**config.mk**
```make
export PLATFORM = sky130hd
export DESIGN_NAME = vcap_frame_seq
export DESIGN_NICKNAME = d
export VERILOG_FILES = /design/src/rtl/vcap_frame_seq.sv
export SDC_FILE = /design/constraint.sdc
export NUM_CORES = 1
export LEC_CHECK = 0
export BUFFER_PORTS_ARGS = -buffer_cell sky130_fd_sc_hd__buf_2
export CAP_MARGIN = 10
export CORE_ASPECT_RATIO = 1.75
export CORE_MARGIN = 2
export CORE_UTILIZATION = 52
export DETAILED_ROUTE_END_ITERATION = 16
export HOLD_SLACK_MARGIN = 0.02
export PLACE_DENSITY = 0.79
export RECOVER_POWER = 25
export SLEW_MARGIN = 5
export SYNTH_ARGS = -nofsm -noshare
export SYNTH_HDL_FRONTEND = slang
export SYNTH_SLANG_ARGS = --single-unit
```
**constraint.sdc**
```tcl
create_clock -name i_clk -period 2.9 [get_ports i_clk]
set_clock_uncertainty 0.2 [all_clocks]
set_input_delay 0.29 -clock i_clk [delete_from_list [all_inputs] [get_ports i_clk]]
set_output_delay 0.29 -clock i_clk [all_outputs]
set_load 0.02 [all_outputs]
```
**src/rtl/vcap_frame_seq.sv**
```systemverilog
// -----------------------------------------------------------------------------
// vcap_frame_seq
// Frame-capture sequencer for the vcap stream capture path (pixel clock domain).
// Arms on command, aligns the start of capture to a frame boundary, gates the
// pixel FIFO write, counts captured lines and raises one line-write request per
// line towards the memory writer. Alternates between two frame buffers and
// supports single-shot and continuous capture.
//
// Ports
//   i_clk            pixel clock
//   i_reset_n        asynchronous active-low reset
//   i_cmd_arm        pulse: start capture (also clears sticky flags)
//   i_cmd_cont       level: 1 = continuous, sampled at frame end
//   i_cmd_stop       pulse: abort capture
//   i_vs_negedge     pulse: frame start
//   i_active_negedge pulse: end of active line
//   i_y_size         last line index (frame = i_y_size+1 lines)
//   i_wr_ack         memory writer accepts the pending request
//   o_cap_en         pixel FIFO write enable
//   o_wr_req         line-write request, held until acknowledged
//   o_wr_addr        {buf, line, STRIDE_LOG2 zero bits}
//   o_frame_done     pulse: a complete frame has been written
//   o_buf_sel        buffer currently being filled
//   o_busy           sequencer not idle
//   o_overrun        sticky: line end while a request was still pending
//   o_short_frame    sticky: frame start before all lines were captured
// -----------------------------------------------------------------------------
module vcap_frame_seq #(
    parameter  int LINE_BITS   = 9,
    parameter  int STRIDE_LOG2 = 10,
    localparam int AW          = 1 + LINE_BITS + STRIDE_LOG2
) (
    input  logic                 i_clk,
    input  logic                 i_reset_n,
    input  logic                 i_cmd_arm,
    input  logic                 i_cmd_cont,
    input  logic                 i_cmd_stop,
    input  logic                 i_vs_negedge,
    input  logic                 i_active_negedge,
    input  logic [LINE_BITS-1:0] i_y_size,
    input  logic                 i_wr_ack,
    output logic                 o_cap_en,
    output logic                 o_wr_req,
    output logic [AW-1:0]        o_wr_addr,
    output logic                 o_frame_done,
    output logic                 o_buf_sel,
    output logic                 o_busy,
    output logic                 o_overrun,
    output logic                 o_short_frame
);

    typedef enum logic [1:0] {
        ST_IDLE    = 2'd0,
        ST_WAIT_VS = 2'd1,
        ST_CAPTURE = 2'd2,
        ST_FLUSH   = 2'd3
    } state_e;

    state_e                 state_q, state_d;
    logic [LINE_BITS-1:0]   line_cnt_q, line_cnt_d;
    logic                   cap_en_q, cap_en_d;
    logic                   wr_req_q, wr_req_d;
    logic [AW-1:0]          wr_addr_q, wr_addr_d;
    logic                   frame_done_q, frame_done_d;
    logic                   buf_sel_q, buf_sel_d;
    logic                   busy_q, busy_d;
    logic                   overrun_q, overrun_d;
    logic                   short_frame_q, short_frame_d;
    logic                   abort_q, abort_d;

    logic                   last_line_s;
    logic [AW-1:0]          line_addr_s;

    // >= rather than == so a y_size lowered mid-frame still terminates the frame
    assign last_line_s = (line_cnt_q >= i_y_size);
    assign line_addr_s = {buf_sel_q, line_cnt_q, {STRIDE_LOG2{1'b0}}};

    // State register
    always_ff @(posedge i_clk or negedge i_reset_n) begin
        if (!i_reset_n) begin
            state_q <= ST_IDLE;
        end else begin
            state_q <= state_d;
        end
    end

    // Next-state decode
    always_comb begin
        state_d = state_q;
        case (state_q)
            ST_IDLE: begin
                if (i_cmd_arm) begin
                    state_d = ST_WAIT_VS;
                end else begin
                    state_d = ST_IDLE;
                end
            end
            ST_WAIT_VS: begin
                if (i_cmd_stop) begin
                    state_d = ST_IDLE;
                end else if (i_vs_negedge) begin
                    state_d = ST_CAPTURE;
                end else begin
                    state_d = ST_WAIT_VS;
                end
            end
            ST_CAPTURE: begin
                if (i_cmd_stop) begin
                    state_d = ST_FLUSH;
                end else if (i_vs_negedge) begin
                    state_d = ST_CAPTURE;
                end else if (i_active_negedge && last_line_s) begin
                    state_d = ST_FLUSH;
                end else begin
                    state_d = ST_CAPTURE;
                end
            end
            ST_FLUSH: begin
                if (wr_req_q) begin
                    state_d = ST_FLUSH;
                end else if (abort_q) begin
                    state_d = ST_IDLE;
                end else if (i_cmd_cont) begin
                    state_d = ST_WAIT_VS;
                end else begin
                    state_d = ST_IDLE;
                end
            end
            default: begin
                state_d = ST_IDLE;
            end
        endcase
    end

    // Output / datapath next values
    always_comb begin
        line_cnt_d    = line_cnt_q;
        cap_en_d      = cap_en_q;
        wr_addr_d     = wr_addr_q;
        frame_done_d  = 1'b0;
        buf_sel_d     = buf_sel_q;
        abort_d       = abort_q;
        busy_d        = (state_d != ST_IDLE);

        // An acknowledge retires the pending request; ack without request is ignored
        if (wr_req_q && i_wr_ack) begin
            wr_req_d = 1'b0;
        end else begin
            wr_req_d = wr_req_q;
        end

        // Arm clears the sticky flags; a same-cycle set below still wins
        if (i_cmd_arm) begin
            overrun_d     = 1'b0;
            short_frame_d = 1'b0;
        end else begin
            overrun_d     = overrun_q;
            short_frame_d = short_frame_q;
        end

        case (state_q)
            ST_IDLE: begin
                cap_en_d = 1'b0;
                if (i_cmd_arm) begin
                    abort_d = 1'b0;
                end else begin
                    abort_d = abort_q;
                end
            end
            ST_WAIT_VS: begin
                if (!i_cmd_stop && i_vs_negedge) begin
                    cap_en_d   = 1'b1;
                    line_cnt_d = {LINE_BITS{1'b0}};
                end else begin
                    cap_en_d   = 1'b0;
                end
            end
            ST_CAPTURE: begin
                if (i_cmd_stop) begin
                    // Stop wins over a same-cycle line end: that line is dropped
                    cap_en_d = 1'b0;
                    abort_d  = 1'b1;
                end else if (i_vs_negedge) begin
                    short_frame_d = 1'b1;
                    line_cnt_d    = {LINE_BITS{1'b0}};
                end else if (i_active_negedge) begin
                    if (!wr_req_q || i_wr_ack) begin
                        wr_req_d  = 1'b1;
                        wr_addr_d = line_addr_s;
                    end else begin
                        overrun_d = 1'b1;
                    end
                    if (last_line_s) begin
                        cap_en_d   = 1'b0;
                        line_cnt_d = line_cnt_q;
                    end else begin
                        line_cnt_d = line_cnt_q + LINE_BITS'(1);
                    end
                end else begin
                    cap_en_d = 1'b1;
                end
            end
            ST_FLUSH: begin
                cap_en_d = 1'b0;
                if (!wr_req_q) begin
                    if (!abort_q) begin
                        frame_done_d = 1'b1;
                        buf_sel_d    = ~buf_sel_q;
                    end else begin
                        frame_done_d = 1'b0;
                    end
                    abort_d = 1'b0;
                end else begin
                    abort_d = abort_q;
                end
            end
            default: begin
                cap_en_d = 1'b0;
            end
        endcase
    end

    // Output and datapath registers
    always_ff @(posedge i_clk or negedge i_reset_n) begin
        if (!i_reset_n) begin
            line_cnt_q    <= {LINE_BITS{1'b0}};
            cap_en_q      <= 1'b0;
            wr_req_q      <= 1'b0;
            wr_addr_q     <= {AW{1'b0}};
            frame_done_q  <= 1'b0;
            buf_sel_q     <= 1'b0;
            busy_q        <= 1'b0;
            overrun_q     <= 1'b0;
            short_frame_q <= 1'b0;
            abort_q       <= 1'b0;
        end else begin
            line_cnt_q    <= line_cnt_d;
            cap_en_q      <= cap_en_d;
            wr_req_q      <= wr_req_d;
            wr_addr_q     <= wr_addr_d;
            frame_done_q  <= frame_done_d;
            buf_sel_q     <= buf_sel_d;
            busy_q        <= busy_d;
            overrun_q     <= overrun_d;
            short_frame_q <= short_frame_d;
            abort_q       <= abort_d;
        end
    end

    assign o_cap_en      = cap_en_q;
    assign o_wr_req      = wr_req_q;
    assign o_wr_addr     = wr_addr_q;
    assign o_frame_done  = frame_done_q;
    assign o_buf_sel     = buf_sel_q;
    assign o_busy        = busy_q;
    assign o_overrun     = overrun_q;
    assign o_short_frame = short_frame_q;

endmodule

```
==> flow_summary.json <==
{
  "status": "finished with violations",
  "violations": "max-capacitance violations, max-slew violations",
  "portBuffers": 33,
  "crit_chain": "inv_1 > ha_1 > nor2b_1 > o21ai_0 > o2bb2ai_1 > or4_1 > a21oi_1",
  "start_util": 0.540,
  "syn2layout_area_growth_pct": 16.8,
  "cts-root-buf": "clkbuf_8",
  "mostFrequentLayoutCells": "dfrtp_1, buf_2, a21oi_1",
  "critPathMaxFanout": 17,
  "cts_inserted_buffers": 5,
  "yosysWarnings": 0,
  "max_freq_mhz": 410,
  "die-area_sq_um": 3750,
  "grt_use_total": 0.208,
  "yosysUniqueCellTypes": 42,
  "cts_max_level": 2,
  "overflow": 0,
  "syn_area_per_cell_sq_um": 9.91,
  "crit_arrival_ps": 2440,
  "max_stage_delay_ps": 610,
  "synth-async-reset-ratio": 1.00,
  "synth_seq_cells": 29,
  "clock_latency_ps": 280,
  "drc": 0,
  "cts_hold_buffers": 1,
  "wirelength_um": 3400,
  "vias_per_cell": 5.48,
  "grt_pass1_vias": 1333,
  "hold_path_depth": 2,
  "period_minus_slack_ps": 2440,
  "maxSlewHeadroom": -0.0132,
  "cts_setup_buffers": 0,
  "finalHoldViolations": 0,
  "hold_path_class": "in2reg",
  "required_ps": 2900,
  "crit_buf_inv": 1,
  "crit_family": "simple AND/OR/NAND/NOR gates",
  "wl_per_cell_um": 13.5,
  "worst_slew_pin_slew_ps": 1520,
  "cp-start-kind": "register",
  "slew_violations": 30,
  "rr_worst_depth": 7,
  "crit_slowest_cell": "or4_1",
  "cp.depth": 7,
  "grt_max_degree": 30,
  "die_w_um": 47.2,
  "antenna_found_initial": 0,
  "critPathCaptureType": "register",
  "holdWs_ps": 42.0,
  "drv_cap": 1,
  "synthesis.area_sq_um": 1700,
  "dr.pass1.iters": 4,
  "coreArea_sq_um": 3140,
  "drive_gt1_frac": 0.263,
  "diodes": 0,
  "ir_drop_v": 0.000521,
  "hpwl_um": 2600,
  "rows": 27,
  "num-nets-final": 235,
  "num_vias": 1382,
  "grt_setup_unrepaired": "no",
  "setup_tns_ps": 0,
  "powerDensity_nw_per_um2": 625,
  "yosysSeqAreaShare": 0.428,
  "cts_max_path_buffers": 2,
  "fp.dieH_um": 79.5,
  "path_class": "reg2reg",
  "finalInstanceArea_sq_um": 1980,
  "drtIter0Drc": 42,
  "setup_violations": 0,
  "netlist_instances": 171,
  "min_period_over_period": 0.841,
  "fin_cells": 252,
  "power_uw": 1240,
  "ios": 44,
  "synth_ff_type": "dfrtp_1",
  "detail-route-antenna-nets": 0,
  "cts_resized": 0,
  "placed_area_sq_um": 1860,
  "place.gp.congestion": 0.851,
  "placedCellCount": 243,
  "clkSinkCount": 29,
  "synth_edf_count": 0,
  "grt_pass1_wl_um": 5580,
  "cts_tree": "done",
  "p_leak_uw": 0.00101,
  "clk_pin_slew_ps": 60
}
## area by class of cell
cell class                      instances  area, sq um
Fill cell                             289         1160
Multi-Input combinational cell        123          851
Clock buffer                            7         86.3
Tap cell                               43         53.8
Sequential cell                        29          726
Timing Repair Buffer                   36          185
Clock inverter                          1         30.0
Inverter                               13         48.8
## where the power goes
part / switching (uW) / internal [uW] / leakage, uW / total, uW
registers: 61.7 / 456 / 0.000396 / 518
clock network: 144 / 280 / 0.0000585 / 424
logic: 177 / 119 / 0.000556 / 296
total: 383 / 855 / 0.00101 / 1240
## worst register-to-register path: cells and delay by family (launching register included)
family	cells	cell delay, ps
AO/OA/AOI/OAI	3	650
adder cells (fa/ha/maj)	1	270
buffers and inverters	1	90
flip-flops	1	430
AND/OR/NAND/NOR	2	710
## registers in the layout, summed over array words and instances (netlist names)
register,flops
o_short_frame,1
state_q,2
o_buf_sel,1
o_wr_req,1
o_cap_en,1
o_overrun,1
o_wr_addr,10
o_frame_done,1
line_cnt_q,9
abort_q,1
o_busy,1
## logic make-up after synthesis
group / after synthesis / share of synthesized area
AOI/OAI and AO/OA: 37 / 0.139
xor gates and xnor gates: 1 / 0.00517
adders and majority gates: 10 / 0.0738
buffers and inverters: 28 / 0.0900
DFF: 29 / 0.428
muxes: 13 / 0.0841
other: 1 / 0.00221
and+or+nand+nor: 52 / 0.178
## synthesized netlist by cell type, types with 2 or more instances
library cell   n  area [sq um]
dfrtp_1       29           726
a21oi_1       16          80.1
nand2_1       14          52.6
inv_1         13          48.8
buf_4         10          75.1
ha_1          10           125
mux2_2        10           113
nor2_1         7          26.3
or4_1          7          52.6
nand2b_1       5          31.3
o21ai_0        4          20.0
o31ai_1        4          30.0
mux2i_1        3          30.0
nand3_1        3          15.0
buf_2          2          10.0
clkbuf_1       2          7.51
nand4_1        2          12.5
nor2b_1        2          12.5
nor3_1         2          10.0
o211ai_1       2          15.0
o22ai_1        2          12.5
or3_1          2          12.5
## layer usage
layer,global-route usage,share of wire,routed length (um)
met1,0.201,0.35,1200
met4,0.108,0.034,117
met3,0.0498,0.035,120
met2,0.374,0.58,1960
met5,0,0,0
## metrics by stage
step | utilization | worst slack (ps)
floorplan | - | 711
global placement | 0.592 | 474
detailed placement | 0.592 | 460
CTS | 0.632 | 446
global route | 0.630 | 234
finish | 0.630 | 462
## path summary, 6_finish.rpt
path | startpoint | end | slack [ps]
worst max-delay path | line_cnt_q[0]$_DFFE_PN0P_ | line_cnt_q[5]$_DFFE_PN0P_ | 460
worst min-delay path | i_cmd_arm | o_overrun$_DFF_PN0_ | 40
worst max register to register | line_cnt_q[0]$_DFFE_PN0P_ | line_cnt_q[5]$_DFFE_PN0P_ | 460
worst min register to register | o_buf_sel$_DFFE_PN0P_ | o_buf_sel$_DFFE_PN0P_ | 300
max in group asynchronous | i_reset_n | o_wr_addr[15]$_DFFE_PN0P_ | 900
min in group asynchronous | i_reset_n | line_cnt_q[6]$_DFFE_PN0P_ | 710
(Power assumes the default switching activity.)
